$ cat src/rtl/fetch_pkg.sv
// Shared types and constants for the fetch/predict stage: BHT counter type,
// its reset/saturation values, and the opcode codes fetch needs to recognise.
package fetch_pkg;
  typedef logic [1:0] bht_ctr_t;

  localparam bht_ctr_t   BHT_INIT = 2'b01;
  localparam bht_ctr_t   CTR_MAX  = 2'b11;

  localparam logic [3:0] OP_NOP   = 4'h0;
  localparam logic [3:0] OP_BLT   = 4'h9;

  // 2-bit saturating counter step toward taken/not-taken
  function automatic bht_ctr_t ctr_step(bht_ctr_t c, logic taken);
    if (taken) return (c == CTR_MAX) ? c : c + 2'd1;
    return (c == 2'b00) ? c : c - 2'd1;
  endfunction
endpackage

$ cat src/rtl/fetch_predict_bht.sv
// Branch history table: 2**BHTW two-bit counters, one combinational read port
// for fetch and one synchronous saturating update port for the ID stage.
module fetch_predict_bht
  import fetch_pkg::*;
#(
  parameter int BHTW = 4
) (
  input  logic            clk,
  input  logic            nReset,
  input  logic [BHTW-1:0] rd_idx_i,
  output bht_ctr_t        rd_ctr_o,
  input  logic            upd_en_i,
  input  logic [BHTW-1:0] upd_idx_i,
  input  logic            upd_taken_i
);
  localparam int NENT = 1 << BHTW;

  bht_ctr_t ctr_q [NENT];

  // No write-to-read bypass: a same-cycle update is seen by fetch one cycle later
  assign rd_ctr_o = ctr_q[rd_idx_i];

  always_ff @(posedge clk) begin
    if (!nReset) begin
      for (int i = 0; i < NENT; i++) ctr_q[i] <= BHT_INIT;
    end else if (upd_en_i) begin
      ctr_q[upd_idx_i] <= ctr_step(ctr_q[upd_idx_i], upd_taken_i);
    end
  end
endmodule

$ cat src/rtl/fetch_predict.sv
// Instruction fetch with BHT-based BLT prediction: PC generation, IF/ID register,
// ID-stage mispredict detection, one-bubble flush and redirect.
module fetch_predict
  import fetch_pkg::*;
#(
  parameter int PWIDTH = 6,
  parameter int IWIDTH = 20,
  parameter int OFFW   = 8,
  parameter int BHTW   = 4
) (
  input  logic              clk,
  input  logic              nReset,
  input  logic              stall,
  input  logic [IWIDTH-1:0] instr,
  output logic [PWIDTH-1:0] pc,
  output logic [IWIDTH-1:0] id_instr,
  output logic [3:0]        id_opcode,
  output logic [PWIDTH-1:0] id_pc,
  output logic              id_valid,
  output logic              id_pred_taken,
  input  logic              branch_actual,
  output logic              mispredict,
  output logic [7:0]        mispred_cnt
);
  localparam logic [IWIDTH-1:0] NOP_WORD = {OP_NOP, {(IWIDTH-4){1'b0}}};

  logic [PWIDTH-1:0] pc_q, pc_d, id_pc_q, id_pc_d;
  logic [IWIDTH-1:0] id_instr_q, id_instr_d;
  logic              id_valid_q, id_valid_d, id_pred_q, id_pred_d;
  logic [7:0]        cnt_q, cnt_d;

  bht_ctr_t          if_ctr;
  logic              if_blt, if_pred, id_blt;
  logic [PWIDTH-1:0] if_target, redirect;

  assign if_blt    = (instr[IWIDTH-1 -: 4] == OP_BLT);
  assign if_pred   = if_blt & if_ctr[1];
  assign if_target = pc_q + PWIDTH'($signed(instr[OFFW-1:0]));

  assign id_blt     = id_valid_q & (id_instr_q[IWIDTH-1 -: 4] == OP_BLT);
  assign mispredict = id_blt & (branch_actual != id_pred_q) & ~stall;
  assign redirect   = branch_actual ? id_pc_q + PWIDTH'($signed(id_instr_q[OFFW-1:0]))
                                    : id_pc_q + PWIDTH'(1);

  fetch_predict_bht #(.BHTW(BHTW)) u_bht (
    .clk         (clk),
    .nReset      (nReset),
    .rd_idx_i    (pc_q[BHTW-1:0]),
    .rd_ctr_o    (if_ctr),
    .upd_en_i    (id_blt & ~stall),
    .upd_idx_i   (id_pc_q[BHTW-1:0]),
    .upd_taken_i (branch_actual)
  );

  always_comb begin
    pc_d       = pc_q;
    id_instr_d = id_instr_q;
    id_pc_d    = id_pc_q;
    id_valid_d = id_valid_q;
    id_pred_d  = id_pred_q;
    cnt_d      = cnt_q;
    if (!stall) begin
      if (mispredict) begin
        // Squash the wrong-path word fetched this cycle
        pc_d       = redirect;
        id_instr_d = NOP_WORD;
        id_valid_d = 1'b0;
        id_pred_d  = 1'b0;
        cnt_d      = cnt_q + {7'd0, cnt_q != 8'hFF};
      end else begin
        pc_d       = if_pred ? if_target : pc_q + PWIDTH'(1);
        id_instr_d = instr;
        id_pc_d    = pc_q;
        id_valid_d = 1'b1;
        id_pred_d  = if_pred;
      end
    end
  end

  always_ff @(posedge clk) begin
    if (!nReset) begin
      pc_q       <= '0;
      id_instr_q <= NOP_WORD;
      id_pc_q    <= '0;
      id_valid_q <= 1'b0;
      id_pred_q  <= 1'b0;
      cnt_q      <= '0;
    end else begin
      pc_q       <= pc_d;
      id_instr_q <= id_instr_d;
      id_pc_q    <= id_pc_d;
      id_valid_q <= id_valid_d;
      id_pred_q  <= id_pred_d;
      cnt_q      <= cnt_d;
    end
  end

  assign pc            = pc_q;
  assign id_instr      = id_instr_q;
  assign id_opcode     = id_instr_q[IWIDTH-1 -: 4];
  assign id_pc         = id_pc_q;
  assign id_valid      = id_valid_q;
  assign id_pred_taken = id_pred_q;
  assign mispred_cnt   = cnt_q;
endmodule
$ cat config.mk
export PLATFORM = sky130hd
export DESIGN_NAME = fetch_predict
export DESIGN_NICKNAME = d
export VERILOG_FILES = /design/src/rtl/fetch_pkg.sv /design/src/rtl/fetch_predict_bht.sv /design/src/rtl/fetch_predict.sv
export SDC_FILE = /design/constraint.sdc
export NUM_CORES = 1
export LEC_CHECK = 0
export CAP_MARGIN = 20
export CELL_PAD_IN_SITES_DETAIL_PLACEMENT = 0
export CELL_PAD_IN_SITES_GLOBAL_PLACEMENT = 1
export CORE_ASPECT_RATIO = 1.5
export CORE_MARGIN = 2
export CORE_UTILIZATION = 37
export DETAILED_ROUTE_END_ITERATION = 6
export PLACE_DENSITY = 0.87
export SETUP_SLACK_MARGIN = 0.5
export SLEW_MARGIN = 20
export SYNTH_ARGS = -nofsm -noshare
export SYNTH_HDL_FRONTEND = slang
export SYNTH_SLANG_ARGS = --single-unit
$ cat constraint.sdc
create_clock -name clk -period 3.16 [get_ports clk]
set_input_delay 0.632 -clock clk [delete_from_list [all_inputs] [get_ports clk]]
set_output_delay 0.632 -clock clk [all_outputs]
set_load 0.05 [all_outputs]
==> results of run 1 <==
==> worst max-delay path: stages, from the launching register on <==
cell       delay [ps]
dfxtp_4           390
mux4_2            510
nor2b_4           150
a2bb2oi_4         170
and3_4            210
ha_4              210
a211o_1           330
a2111oi_4         310
nor3b_2           100
nor2b_1           140
a311o_1           250
==> registers in the layout, summed over array words and instances, names as in the netlist, named ones only <==
| name | count |
|---|---|
| id_pc | 6 |
| id_valid | 1 |
| u_bht.ctr_q | 32 |
| mispred_cnt | 8 |
| id_instr | 20 |
| pc | 6 |
| id_pred_taken | 1 |
==> how the worst min path moves through the flow <==
stage	startpoint	to	slack, ps	cells after the start
2_1_floorplan	mispred_cnt[0]	mispred_cnt[0]	700	2
3_3_place_gp	mispred_cnt[0]	mispred_cnt[0]	490	2
3_5_place_dp	id_instr[9]	id_instr[9]	500	2
4_1_cts	id_instr[6]	id_instr[6]	530	2
5_1_grt	id_instr[9]	id_instr[9]	550	2
6_report	id_instr[6]	id_instr[6]	520	2
==> per-stage QoR <==
| stage | area [µm²] | setup TNS [ps] | setup WS, ps | util (%) | std cells |
|---|---|---|---|---|---|
| after floorplan | 4110 | 0 | 336 | - | 400 |
| after global placement | 5020 | -189 | -189 | 47.4 | 608 |
| after detailed placement | 5020 | -264 | -251 | 47.4 | 608 |
| after CTS | 5400 | 0 | 268 | 51.0 | 627 |
| after global routing | 5410 | 0 | 154 | 51.1 | 627 |
| final | 5410 | 0 | 265 | 51.1 | 627 |
==> area by class of cell <==
type	count	area, µm²
fillers	976	5180
multi-input cells	282	2040
flip-flops and latches	82	1970
repair buffers	91	867
clock buffers	10	250
well taps	144	180
clock inverters	6	62.6
inverters	12	45.0
==> power by group <==
part,switching [mW],internal [mW]
clock network,0.417,0.660
logic,0.191,0.132
registers,0.0320,1.13
==> Yosys cell counts (all sizes together) (3+ instances only) <==
library cell  number  area [µm²]
a21oi              8        40.0
a22oi             23         178
and2               5        31.3
and3               7        43.8
buf               10        76.3
clkbuf            14        53.8
dfxtp             50        1000
edfxtp            32         961
ha                12         150
inv               11        41.3
mux2i              6        60.1
mux4              10         225
nand2             43         161
nand2b             7        43.8
nand3             22         110
nand3b             4        30.0
nand4              5        31.3
nor2              64         240
nor2b              9        56.3
nor3               5        25.0
o21a               3        22.5
o21ai              5        25.0
xnor2              5        43.8
xor2               5        43.8
==> cells by family after synthesis <==
family	count (synthesis)	synth area share, %
buf+inv	36	4.35
compound gates	59	11.0
simple gates	179	20.7
flops	82	48.7
xor+xnor	10	2.17
mux	18	7.64
fa+ha+maj	16	5.40
==> layer usage <==
metal	wire length, µm	part of all wire, %	vias up	global-route usage (%)
li1	-	-	1594	-
met1	4160	39	1612	22.3
met2	5680	54	88	32.5
met3	519	4.9	16	4.51
met4	176	1.7	0	7.88
met5	0	0	-	0
==> repair_timing <==
item	in CTS	in global routing
setup buffers	3	0
pin swaps	10	4
gates resized for setup	14	3
endpoints found under the setup margin	7	8
==> impl_metrics.csv, run 1 <==
group,metric,value,unit
status,status,"complete, no violations",
clock_tree,cts_max_path_buffers,2,
worst_setup_path,cp-endpoint,"pc[5]",
cells_and_area,final_common_cell,"clkdlybuf4s50_1",
routing,first_pass_iters,4,
floorplan,die_h,132,µm
floorplan,initial_core_util,38.0,%
routing,vias,3310,
cells_and_area,syn2layout_area_growth,34.4,%
clock_tree,cts_hold_buf,0,
routing,drt_wl_total,10500,µm
clock_tree,root_buffer,"clkbuf_16",
synthesis,syn_inst,400,
power,power_density,473,nW/µm²
routing,drt.antenna.violating_nets,0,
sta,drv_slew,0,
sta,slew_headroom,60.2,%
synthesis,async_reset_ff_share,0,%
synthesis,syn_nets,438,
sta,skew,7.48,ps
sta,hold_ws,521,ps
floorplan,dieArea,11800,µm²
global_routing,grt_overflow,0,
clock_tree,cts_buffers,9,
placement,hpwl,7870,µm
synthesis,ys_types,53,
sta,min_period,2890,ps
placement,io_buffers,70,
worst_setup_path,start_kind,"flop",
sta,period_share,91.6,%
cells_and_area,antenna_cells,0,
routing,drc,0,
global_routing,grt_pass1_wl,17300,µm
cells_and_area,final_cell_mix,"clkdlybuf4s50_1 (65), nor2_1 (64), dfxtp_1 (49), nand2_1 (43), edfxtp_1 (32)",
power,leakagePower,1.96,nW
synthesis,synth_edf_count,32,
synthesis,ys_seq_elements,82,
synthesis,yosysSeqAreaShare,48.7,%
floorplan,rows,46,
worst_setup_path,rrSetupSlack,270,ps
worst_setup_path,path_max_fanout,6,
clock_tree,cts.sinks,82,
sta,setup_viol,0,
routing,via_per_inst,5.28,
worst_setup_path,cp.arrival,3120,ps
sta,finalHoldViolations,0,
clock_tree,cts_tree,"done",
clock_tree,clock_latency,340,ps
global_routing,grt_max_degree,30,
worst_setup_path,reg2reg_depth,10,
clock_tree,htree_levels,3,
synthesis,syn_avg_cell_area,10.1,µm²
synthesis,synth_warnings,0,
cells_and_area,fin_nets,516,
global_routing,grt_pass1_vias,3529,
global_routing,grt_use_total,19.0,%
sta,fmax,345,MHz
worst_setup_path,r2r_end,"pc[5]",
routing,drtIter0Drc,243,
hold_path,min_path_type,"flop to flop",
sta,max_slew.worst_pin.slew,596,ps
routing,routedWlPerCell,16.8,µm
global_routing,antenna_found_initial,0,
clock_tree,cts.reportedPaths.clkPinSlew,60,ps
job,drv_cap,0,
floorplan,die_w,89.2,µm
cells_and_area,drive_gt1_share,15.3,%
sta,rsz0062_at_grt,"true",
synthesis,synthFlopType,"dfxtp_1",
power,max-vdd-ir-drop,0.288,mV
worst_setup_path,crit_path_end_kind,"flop",
floorplan,ioPinCount,71,
worst_setup_path,critPathRequiredTime,3380,ps
power,fin_total_pwr,2.56,mW
synthesis,syn_area,4030,µm²
placement,gp_congestion,0.870,
worst_setup_path,path_class,"flop to flop",
floorplan,core_area,10600,µm²
No activity file was read; power rests on OpenSTA's default activity.
==> run 2, diff against run 1 <==
- CORE_ASPECT_RATIO: 1.5 -> 1.1
- CTS_BUF_LIST: unset -> sky130_fd_sc_hd__clkbuf_16
==> impl_metrics.csv, run 2 (synthesis results as in run 1) <==
group,metric,value,unit
status,status,"complete, no violations",
clock_tree,root_buffer,"clkbuf_16",
worst_setup_path,cp.arrival,3130,ps
clock_tree,htree_levels,3,
clock_tree,clock_latency,340,ps
worst_setup_path,max_stage_delay,480,ps
clock_tree,cts_tree,"done",
sta,fmax,344,MHz
sta,setup_ws,255,ps
power,fin_total_pwr,2.50,mW
floorplan,ioPinCount,71,
sta,finalHoldViolations,0,
global_routing,grt_use_total,18.9,%
sta,drv_slew,0,
worst_setup_path,start_kind,"input port",
clock_tree,cts_buffers,9,
power,power.share.clock,40.4,%
floorplan,initial_core_util,38.4,%
sta,slew_headroom,57.5,%
worst_setup_path,path_cells,"clkdlybuf4s50_1, nor4bb_2, buf_4, buf_4, and3_4, ha_4, o21a_1, a2111oi_4, nor3b_2, nor2b_1, a311o_1",
power,max-vdd-ir-drop,0.290,mV
routing,vias,3329,
floorplan,rows,39,
clock_tree,cts.reportedPaths.clkPinSlew,60,ps
worst_setup_path,critPathRequiredTime,3380,ps
cells_and_area,largest_reg_flops,32,
clock_tree,cts_max_path_buffers,2,
cells_and_area,final_cell_mix,"clkdlybuf4s50_1 (68), nor2_1 (64), dfxtp_1 (49), nand2_1 (43), edfxtp_1 (32)",
sta,min_period,2900,ps
sta,skew,6.96,ps
power,comb_power_share,13.3,%
routing,drtIter0Drc,193,
power,intPower,1.87,mW
worst_setup_path,crit_slowest_cell,"clkdlybuf4s50_1",
clock_tree,cts.sinks,82,
global_routing,grt_max_degree,43,
routing,drc,0,
cells_and_area,final_common_cell,"clkdlybuf4s50_1",
routing,drt_wl_total,10500,µm
placement,dp.cells,607,
cells_and_area,fin_nets,518,
power,leakagePower,1.96,nW
routing,via_per_inst,5.30,
global_routing,grt_overflow,0,
placement,io_buffers,70,
worst_setup_path,path_max_fanout,4,
hold_path,min_path_type,"flop to flop",
sta,fin_setup_tns,0,ps
power,power_density,461,nW/µm²
cells_and_area,antenna_cells,0,
placement,hpwl,7580,µm
power,pwr-share-seq,46.3,%
global_routing,grt_pass1_wl,17200,µm
floorplan,die_h,113,µm
sta,rsz0062_at_grt,"true",
sta,setup_viol,0,
power,netSwitchingFraction,25.4,%
sta,max_slew.worst_pin.slew,636,ps
sta,hold_ws,500,ps
sta,period_share,91.9,%
routing,routedWlPerCell,16.7,µm
routing,drt.antenna.violating_nets,0,
cells_and_area,finalNonFillerCells,628,
global_routing,grt_pass1_vias,3526,
power,p_sw,0.635,mW
clock_tree,cts_hold_buf,0,
job,drv_cap,0,
cells_and_area,largest_register,"u_bht.ctr_q",
worst_setup_path,rrSetupSlack,260,ps
worst_setup_path,crit_path_end_kind,"flop",
placement,gp_congestion,0.866,
worst_setup_path,path_class,"input port to flop",
global_routing,antenna_found_initial,0,
routing,first_pass_iters,5,
cells_and_area,drive_gt1_share,16.1,%
floorplan,dieArea,11700,µm²
worst_setup_path,cp_common_cell,"buf_4",
placement,pre_cts_slack,-163,ps
floorplan,core_area,10500,µm²
cells_and_area,syn2layout_area_growth,34.8,%
floorplan,die_w,103,µm
run 2: final timing paths:
kind | from | endpoint | cells after the start
min reg2reg | mispred_cnt[0] | mispred_cnt[0] | 2
min | mispred_cnt[0] | mispred_cnt[0] | 2
max reg2reg | flop | pc[5] | 10
max | instr[16] | pc[5] | 11
run 2: repair_timing:
action,CTS,global route
gates resized for setup,12,7
setup buffers,3,2
pin swaps,6,9
endpoints found under the setup margin,9,8
run 2: critical path: cells and delay by family:
kind,cells,cell delay (ps)
AOI/OAI and AO/OA,3,810
buffers and inverters,3,780
and+or+nand+nor,4,710
adders and majority gates,1,190
run 2: final cells by class:
| cell class | instances | area [µm²] |
|---|---|---|
| Clock inverter | 7 | 61.3 |
| Multi-Input combinational cell | 282 | 2060 |
| Clock buffer | 9 | 225 |
| Inverter | 12 | 45.0 |
| Fill cell | 957 | 5060 |
| Tap cell | 143 | 179 |
| Timing Repair Buffer | 93 | 898 |
| Sequential cell | 82 | 1970 |
run 2: per-layer routing:
| metal | global-route usage, % | wire, µm |
|---|---|---|
| met5 | 0 | 0 |
| met2 | 32.8 | 5540 |
| met3 | 3.25 | 357 |
| met1 | 23.1 | 4370 |
| met4 | 7.46 | 208 |
run 2: power by group through the flow:
| stage | Sequential [mW] | Clock, mW | Combinational (mW) |
|---|---|---|---|
| finish | 1.16 | 1.01 | 0.333 |
| global route | 1.16 | 1.07 | 0.355 |
| CTS | 1.16 | 1.02 | 0.326 |
| detailed placement | 1.18 | 0 | 0.315 |
| global placement | 1.18 | 0 | 0.310 |
| floorplan | 1.23 | 0 | 0.147 |
run 2: stage by stage:
step,utilization [%],area (µm²)
floorplan,-,4110
finish,51.8,5430
detailed placement,47.8,5020
CTS,51.2,5370
global route,51.8,5430
global placement,47.8,5020
